## config.mk

```make
export PLATFORM = sky130hd
export DESIGN_NAME = l1dc_sync_unit
export DESIGN_NICKNAME = d
export VERILOG_FILES = /design/src/rtl/l1dc_sync_unit.sv
export SDC_FILE = /design/constraint.sdc
export NUM_CORES = 1
export LEC_CHECK = 0
export ABC_CLOCK_PERIOD_IN_PS = 3200
export BUFFER_PORTS_ARGS = -buffer_cell sky130_fd_sc_hd__buf_2
export CELL_PAD_IN_SITES_DETAIL_PLACEMENT = 0
export CELL_PAD_IN_SITES_GLOBAL_PLACEMENT = 1
export CORE_AREA = 2 2 446 448
export CTS_CLUSTER_DIAMETER = 120
export DETAILED_ROUTE_END_ITERATION = 6
export DIE_AREA = 0 0 448 450
export PLACE_DENSITY_LB_ADDON = 0.2
export SYNTH_ARGS = -nofsm -noshare
export SYNTH_HDL_FRONTEND = slang
export SYNTH_SLANG_ARGS = --single-unit
```

## constraint.sdc

```tcl
create_clock -name clk_i -period 3.2 [get_ports clk_i]
set_input_delay 0 -clock clk_i [delete_from_list [all_inputs] [get_ports clk_i]]
set_output_delay 0 -clock clk_i [all_outputs]
set_load 0.05 [all_outputs]
```

## src/rtl/l1dc_sync_unit.sv

```systemverilog
// l1dc_sync_unit: walks the L1 d-cache directory on a sync request, writes
// every valid+dirty line back to L2 (one transaction at a time), clears its
// dirty bit, then raises l2c_update_done_o until the request is withdrawn.
module l1dc_sync_unit #(
  parameter  int N_SETS  = 64,
  parameter  int N_WAYS  = 4,
  parameter  int LINE_W  = 512,
  parameter  int PADDR_W = 56,
  localparam int OFF_W   = $clog2(LINE_W / 8),
  localparam int SET_W   = $clog2(N_SETS),
  localparam int WB_W    = $clog2(N_WAYS),          // way bits inside cnt (0 for 1 way)
  localparam int WAY_W   = (WB_W > 0) ? WB_W : 1,
  localparam int TAG_W   = PADDR_W - SET_W - OFF_W,
  localparam int CNT_W   = SET_W + WB_W
) (
  input  logic               clk_i,
  input  logic               rst_n_i,
  input  logic               synch_l1dc_l2c_i,
  output logic               l2c_update_done_o,
  output logic               busy_o,
  output logic               dir_rd_req_o,
  output logic [SET_W-1:0]   dir_idx_o,
  output logic [WAY_W-1:0]   dir_way_o,
  input  logic               dir_valid_i,
  input  logic               dir_dirty_i,
  input  logic [TAG_W-1:0]   dir_tag_i,
  input  logic [LINE_W-1:0]  dir_line_i,
  output logic               dirty_clr_o,
  output logic               l2_req_valid_o,
  input  logic               l2_req_rdy_i,
  output logic [PADDR_W-1:0] l2_req_addr_o,
  output logic [LINE_W-1:0]  l2_req_line_o,
  input  logic               l2_ans_valid_i,
  output logic               l2_ans_rdy_o
);

  typedef enum logic [2:0] {
    S_IDLE, S_READ, S_CHECK, S_WB_REQ, S_WB_ANS, S_CLEAR, S_DONE
  } state_t;

  state_t           state, state_nxt;
  logic [CNT_W-1:0] cnt;
  logic             last;
  logic             wb_hit;
  logic             advance;

  assign last    = (cnt == CNT_W'(N_SETS * N_WAYS - 1));
  assign wb_hit  = dir_valid_i & dir_dirty_i;
  // move to the next line after a clean CHECK or a CLEAR, unless this was the last one
  assign advance = !last && (((state == S_CHECK) && !wb_hit) || (state == S_CLEAR));

  // line counter splits into set (high bits) and way (low bits)
  assign dir_idx_o = cnt[CNT_W-1 -: SET_W];
  generate
    if (WB_W > 0) begin : g_way
      assign dir_way_o = cnt[WB_W-1:0];
    end else begin : g_noway
      assign dir_way_o = '0;
    end
  endgenerate

  // state register
  always_ff @(posedge clk_i or negedge rst_n_i) begin
    if (!rst_n_i) state <= S_IDLE;
    else          state <= state_nxt;
  end

  // next-state logic; the walk never aborts once started
  always_comb begin
    state_nxt = state;
    case (state)
      S_IDLE:   if (synch_l1dc_l2c_i) state_nxt = S_READ;
      S_READ:   state_nxt = S_CHECK;
      S_CHECK:  if (wb_hit)           state_nxt = S_WB_REQ;
                else if (last)        state_nxt = S_DONE;
                else                  state_nxt = S_READ;
      S_WB_REQ: if (l2_req_rdy_i)     state_nxt = S_WB_ANS;
      S_WB_ANS: if (l2_ans_valid_i)   state_nxt = S_CLEAR;
      S_CLEAR:  state_nxt = last ? S_DONE : S_READ;
      S_DONE:   if (!synch_l1dc_l2c_i) state_nxt = S_IDLE;
      default:  state_nxt = S_IDLE;
    endcase
  end

  // state-decoded outputs
  always_comb begin
    busy_o            = (state != S_IDLE);
    dir_rd_req_o      = (state == S_READ);
    l2_req_valid_o    = (state == S_WB_REQ);
    l2_ans_rdy_o      = (state == S_WB_ANS);
    dirty_clr_o       = (state == S_CLEAR);
    l2c_update_done_o = (state == S_DONE);
  end

  // line counter: cleared in IDLE, stepped after each finished line
  always_ff @(posedge clk_i or negedge rst_n_i) begin
    if (!rst_n_i)            cnt <= '0;
    else if (state == S_IDLE) cnt <= '0;
    else if (advance)         cnt <= cnt + CNT_W'(1);
  end

  // write-back request registers, loaded only when a dirty line is found so
  // they hold steady for the whole WB_REQ stall
  always_ff @(posedge clk_i or negedge rst_n_i) begin
    if (!rst_n_i) begin
      l2_req_addr_o <= '0;
      l2_req_line_o <= '0;
    end else if ((state == S_CHECK) && wb_hit) begin
      l2_req_addr_o <= {dir_tag_i, dir_idx_o, {OFF_W{1'b0}}};
      l2_req_line_o <= dir_line_i;
    end
  end

endmodule
```

==> results of run 1 <==
## worst paths after layout
check,startpoint,to,slack (ns),depth (start not counted)
setup / recovery,cnt[1]$_DFFE_PN0P_,state[2]$_DFFE_PN0P_,0.15,7
hold / removal,dir_line_i[105],l2_req_line_o[105]$_DFFE_PN0P_,0.09,3
setup reg to reg,cnt[1]$_DFFE_PN0P_,state[2]$_DFFE_PN0P_,0.15,7
hold reg to reg,l2_req_line_o[472]$_DFFE_PN0P_,l2_req_line_o[472]$_DFFE_PN0P_,0.48,1
max in group asynchronous,rst_n_i,l2_req_line_o[23]$_DFFE_PN0P_,2.42,4
min in group asynchronous,rst_n_i,l2_req_line_o[404]$_DFFE_PN0P_,0.17,3
## power by group
group          internal, mW  total, mW  switching [mW]
clock network          5.81       9.60            3.79
logic                  6.19       23.8            17.6
registers              10.8       12.9            2.12
## cells in the mapped netlist, types with 2 or more instances
library cell,count,area share
nand2b_1,2,0.00058
nor2_1,5,0.00087
nor3_1,4,0.00093
o211ai_1,3,0.0010
clkbuf_1,3,0.00052
buf_6,7,0.0037
dfrtp_1,573,0.67
mux2_1,69,0.036
mux2i_1,4,0.0019
and3_1,2,0.00058
nand3_1,6,0.0014
nand2_1,9,0.0016
o31ai_1,3,0.0010
or4_1,2,0.00070
mux2_2,494,0.26
nand4_1,3,0.00087
buf_4,7,0.0024
a21oi_1,2,0.00046
a21boi_0,2,0.00070
buf_2,57,0.013
## state kept, by name (all words and copies together) (netlist names)
name / count
state: 3
l2_req_addr_o: 50
cnt: 8
l2_req_line_o: 512
## layout make-up
cell class,count,share of cell area
Multi-Input combinational cell,632,0.1641
Timing Repair Buffer,1956,0.3396
Clock inverter,25,0.01061
Inverter,2,0.0001818
Tap cell,2640,0.08000
Sequential cell,573,0.3473
Clock buffer,116,0.05736
Antenna cell,16,0.0009696
## per-layer routing
layer	vias to the layer above	global-route usage	share of wire
li1	8516	-	-
met1	9337	0.1333	0.39
met2	653	0.1991	0.50
met3	212	0.04071	0.078
met4	12	0.03909	0.034
met5	-	0	0.00064
## what timing repair did
item | in CTS | in global routing
setup endpoints to repair | 0 | 0
hold buffers | 777 | 0
endpoints found under the hold margin | 908 | 0
## metrics by stage
| stage | instance area [um^2] | power [mW] | hold slack (ns) |
|---|---|---|---|
| after floorplan | 21550 | 28.79 | -0.2956 |
| after global placement | 30650 | 36.21 | 0.1699 |
| after detailed placement | 30650 | 36.24 | 0.1571 |
| after CTS | 41250 | 47.12 | 0.00007261 |
| after global routing | 41260 | 48.44 | 0.01571 |
| final | 41290 | 46.25 | 0.08995 |
## cells by family after synthesis
logic type / after synthesis / share of synthesized area
flip-flops: 573 / 0.6660
multiplexers: 567 / 0.2963
buffers and inverters: 76 / 0.02022
AND/OR/NAND/NOR: 40 / 0.01075
AO/OA/AOI/OAI: 18 / 0.005986
adder cells (fa/ha/maj): 1 / 0.0005810
other: 1 / 0.0001742
## worst max-delay path, stage by stage, from the launching register on
cell and delay (ns):
dfrtp_1 0.50, ha_1 0.29, nand3_1 0.10, nor2_1 0.71, a22oi_1 0.12, dlygate4sd3_1 0.61
o21ai_0 0.08, dlygate4sd3_1 0.58
==> flow_summary.toml, run 1 <==
[run_status]
outcome = "completed"

[sta]
hold_viol = 0
layout_setup_ws_ns = 0.1456
worst_slew_pin_slew_ns = 0.9198
max_clock_freq_ghz = 0.3274
period_share = 0.9545
setup_viol = 0
clock_skew_ns = 0.04132
rsz0062_at_grt = "no"
timing.final.max_slew_violations = 0
period_minus_slack_ns = 3.054
final.setup.tns_ns = 0
max_slew_margin = 0.3845

[clock_tree]
h-tree-depth = 3
cts_made_buffers = 81
clock_latency_ns = 0.70
cts_tree = "built"
cts_setup_buffers = 0
post_cts_resized = 0
cts-root-buf = "clkbuf_16"
clockBufferDepth = 3
clk_pin_slew_ns = 0.06
clkSinkCount = 573

[layout]
nets = 3810
regArea_um2 = 14340
final_cells = 5960
drive_above_1_share = 0.5466
layout_commonest_cell = "buf_2"
n_fill_cell = 21586
area_growth_pct = 91.78
final_util = 0.2100
multi_input_area_um2 = 6775
mostFrequentLayoutCells = "buf_2 (1,137), dlygate4sd3_1 (776), dfrtp_1 (573)"

[setup_path]
crit_arrival_ns = 3.69
start_kind = "register"
cp_data_required_time_ns = 3.83
crit_type = "register to register"
cp_max_fo = 12
crit_path_end_kind = "register"

[grt]
grt_util_all_layers = 0.1162
grt_pass1_wl_um = 164200
grt_max_degree = 73
grt_pass1_vias = 20602
grt-ovfl-total = 0
antenna_found_initial = 40

[logic_synthesis]
synth.distinct_cells = 39
yosysSeqAreaShare = 0.6660
syn_area_um2 = 21530
synth-seq-cells = 573
async_reset_ff_frac = 1.000
yosys_warnings = 0
synthCells = 1276
ys.flop_type = "dfrtp_1"
syn_area_per_cell_um2 = 16.87
synth-edff-count = 0

[routing]
drtIter0Drc = 655
dr.pass1.iters = 4
route.detailed.drc = 0
drt.antenna.violating_nets = 0
wl_per_cell_um = 20.09
vias = 18730
avgViaCountPerCell = 3.143
wl_um = 119700

[power]
p_leak_nw = 19.00
powerDensity_nw_per_um2 = 1120
vdd_ir_drop_max_mv = 0.5809

[die]
placementRows = 163
start_util = 0.1095
fp.dieH_um = 450
fp.dieW_um = 448
dieArea_um2 = 201600
io_pins = 1145
core_um2 = 196600

[placed_design]
numPlacedInstances = 5026
hpwl_um = 95300
gp_congestion = 0.8192
io_buffers = 1138
place_ws_ns = 0.8279

[worst_hold_path]
hold_path_class = "primary input to register"

[run]
maxCapViolCount = 0
Power figures use the tool's default switching activity.
==> run 2: changes to the inputs <==
Settings changed: GPL_ROUTABILITY_DRIVEN from default to 0, HOLD_SLACK_MARGIN from default to 0.15.
==> flow_summary.toml, run 2 <==
[run_status]
outcome = "aborted with a tool error"
lastStage = "clock tree synthesis"
error_line = "[ERROR RSZ-0060] Max buffer count reached."

[placed_design]
io_buffers = 1138
hpwl_um = 95300

[clock_tree]
hold_buffers = 1035
h-tree-depth = 3
cts-root-buf = "clkbuf_16"
post_cts_resized = 0
clockBufferDepth = 3
cts_made_buffers = 81
cts_setup_buffers = 0
clkSinkCount = 573

[logic_synthesis]
ys.flop_type = "dfrtp_1"
syn_area_um2 = 21530
yosysSeqAreaShare = 0.6660
syn_area_per_cell_um2 = 16.87
synth.distinct_cells = 39
synth_area_leaders = "dfrtp_1 (67%), mux2_2 (26%), mux2_1 (3.6%), buf_2 (1.3%), buf_6 (0.37%)"
synthCells = 1276
netlist.area_leader.share = 0.6660
synth-edff-count = 0
yosysTopAreaCell = "dfrtp_1"
async_reset_ff_frac = 1.000
synth.top_cells.by_count = "dfrtp_1 (573), mux2_2 (494), mux2_1 (69)"
yosys_warnings = 0
synthMostInstantiatedCell = "dfrtp_1"
synth-seq-cells = 573

[die]
placementRows = 163
io_pins = 1145
fp.dieW_um = 448
start_util = 0.1095
fp.dieH_um = 450
[run 2: cell counts after synthesis]
Identical to the previous run, type by type.
[run 2: cells by family after synthesis]
| family | count (synthesis) | share of synthesized area |
|---|---|---|
| flip-flops | 573 | 0.6660 |
| multiplexers | 567 | 0.2963 |
| buffers and inverters | 76 | 0.02022 |
| AND/OR/NAND/NOR | 40 | 0.01075 |
| AO/OA/AOI/OAI | 18 | 0.005986 |
| adder cells (fa/ha/maj) | 1 | 0.0005810 |
| other | 1 | 0.0001742 |
[run 2: through the flow]
| step | util | cells | hold slack, ns | cell area, um^2 | setup slack, ns |
|---|---|---|---|---|---|
| floorplan | - | 1281 | -0.2956 | 21550 | 1.150 |
| global placement | 0.1559 | 5026 | 0.1699 | 30650 | 0.8124 |
| detailed placement | 0.1559 | 5026 | 0.1571 | 30650 | 0.8279 |
==> run 3: changes to the inputs <==
Settings changed: CELL_PAD_IN_SITES_DETAIL_PLACEMENT 0 to default, CELL_PAD_IN_SITES_GLOBAL_PLACEMENT 1 to default, CORE_AREA 2 2 446 448 to 2 2 448 450, CTS_CLUSTER_DIAMETER 120 to default, DIE_AREA 0 0 448 450 to 0 0 450 452, HOLD_SLACK_MARGIN 0.15 to default, PLACE_DENSITY_LB_ADDON 0.2 to 0.15.
==> flow_summary.toml, run 3 (same netlist as run 1, synthesis figures left out) <==
[grt]
grt_pass1_vias = 19867
met2_usage = 0.1904
top_usage_layer = "met2"
grt_pass1_wl_um = 161400
use_met3 = 0.04448
antenna_found_initial = 36
grt_use_met1 = 0.1299
grt_util_all_layers = 0.1136
grt_max_degree = 111
grt-ovfl-total = 0

[sta]
max_slew_margin = 0.4806
clock_skew_ns = 0.01458
layout_setup_ws_ns = 0.2887
timing.final.max_slew_violations = 0
setup_viol = 0
period_share = 0.9098
rsz0062_at_grt = "no"
max_clock_freq_ghz = 0.3435
final.setup.tns_ns = 0
worst_slew_pin_slew_ns = 0.7762
hold_viol = 0
period_minus_slack_ns = 2.911

[clock_tree]
clock_latency_ns = 0.67
cts-root-buf = "clkbuf_16"
cts_tree = "built"
hold_buffers = 683
cts_made_buffers = 84
clockBufferDepth = 3
cts_setup_buffers = 0
h-tree-depth = 3
clk_pin_slew_ns = 0.06
post_cts_resized = 0
clkSinkCount = 573

[layout]
drive_above_1_share = 0.5617
layout_commonest_cell = "buf_2"
largest_reg_flops = 512
area_growth_pct = 86.42
reg.largest.list = "l2_req_line_o: 512 flops, l2_req_addr_o: 50 flops, cnt: 8 flops"
top_register = "l2_req_line_o"
mostFrequentLayoutCells = "buf_2 (1,137), dlygate4sd3_1 (682), dfrtp_1 (573)"
nets = 3715
n_fill_cell = 21919

[power]
powerDensity_nw_per_um2 = 1144
intPower_mw = 22.22
sw_frac_of_total = 0.5161
p_clk_frac = 0.199
p_sw_mw = 23.70
p_leak_nw = 18.50
seq_power_share = 0.283
vdd_ir_drop_max_mv = 0.5792
combPwrFrac = 0.519

[setup_path]
start_kind = "register"
cp_max_fo = 12
crit_arrival_ns = 3.52
cp_data_required_time_ns = 3.81
crit_path_end_kind = "register"
crit_type = "register to register"

[run]
maxCapViolCount = 0

[placed_design]
hpwl_um = 94020
place_ws_ns = 0.7139
io_buffers = 1138

[die]
dieArea_um2 = 203400
fp.dieW_um = 450
core_um2 = 198600
io_pins = 1145
start_util = 0.1084
placementRows = 164
fp.dieH_um = 452

[routing]
vias = 18334
dr.pass1.iters = 4
drtIter0Drc = 758
drt.antenna.violating_nets = 0
route.detailed.drc = 0
wl_per_cell_um = 20.27
wl_um = 119300
avgViaCountPerCell = 3.116

[worst_hold_path]
hold_path_class = "primary input to register"

[run_status]
outcome = "completed"
-- run 3: layout make-up --
type                            count  area, um^2  share of cell area
Inverter                            2       7.507           0.0001870
Clock buffer                      121        2452             0.06110
Antenna cell                       18       45.04            0.001122
Tap cell                         2656        3323             0.08280
Multi-Input combinational cell    632        6775              0.1688
Timing Repair Buffer             1858       13010              0.3242
Sequential cell                   573       14340              0.3572
Clock inverter                     24       182.7            0.004551
-- run 3: worst paths after layout --
check                                                from                             end  slack (ns)  cells past startpoint
setup / recovery                       cnt[0]$_DFFE_PN0P_            state[2]$_DFFE_PN0P_        0.29                      7
hold / removal                            dir_line_i[361]  l2_req_line_o[361]$_DFFE_PN0P_        0.09                      3
setup reg to reg                       cnt[0]$_DFFE_PN0P_            state[2]$_DFFE_PN0P_        0.29                      7
hold reg to reg            l2_req_line_o[440]$_DFFE_PN0P_  l2_req_line_o[440]$_DFFE_PN0P_        0.48                      1
max in group asynchronous                         rst_n_i   l2_req_line_o[46]$_DFFE_PN0P_        1.82                      4
min in group asynchronous                         rst_n_i  l2_req_line_o[172]$_DFFE_PN0P_        0.48                      3
-- run 3: worst max-delay path: stages (launching register included) --
cell	delay [ns]
dfrtp_1	0.47
ha_1	0.26
nand3_1	0.10
nor2_1	0.61
a22oi_1	0.13
dlygate4sd3_1	0.61
o21ai_0	0.08
dlygate4sd3_1	0.58
-- run 3: power groups by stage --
stage               Combinational [mW]  Sequential, mW  Clock, mW
floorplan                         3.96            24.8          0
global placement                  23.5            13.0          0
detailed placement                23.5            13.1          0
CTS                               24.2            13.0       9.61
global route                      24.7            13.5       9.86
finish                            23.8            13.0       9.13
-- run 3: per-stage QoR --
step	cell area, um^2	std cells	total power [mW]	hold slack [ns]	utilization
2_1_floorplan	21550	1281	28.79	-0.2956	-
6_report	40140	5884	45.91	0.08908	0.2021
4_1_cts	40090	5866	46.86	0.0001542	0.2018
3_3_place_gp	30600	5038	36.49	0.1194	0.1541
5_1_grt	40110	5872	48.08	0.01760	0.2019
3_5_place_dp	30600	5038	36.52	0.1204	0.1541
-- run 3: routing by layer --
layer	up-vias	wire length, um
met5	-	250
met4	10	4083
met3	194	11290
met2	609	58650
met1	9173	45020
li1	8348	-
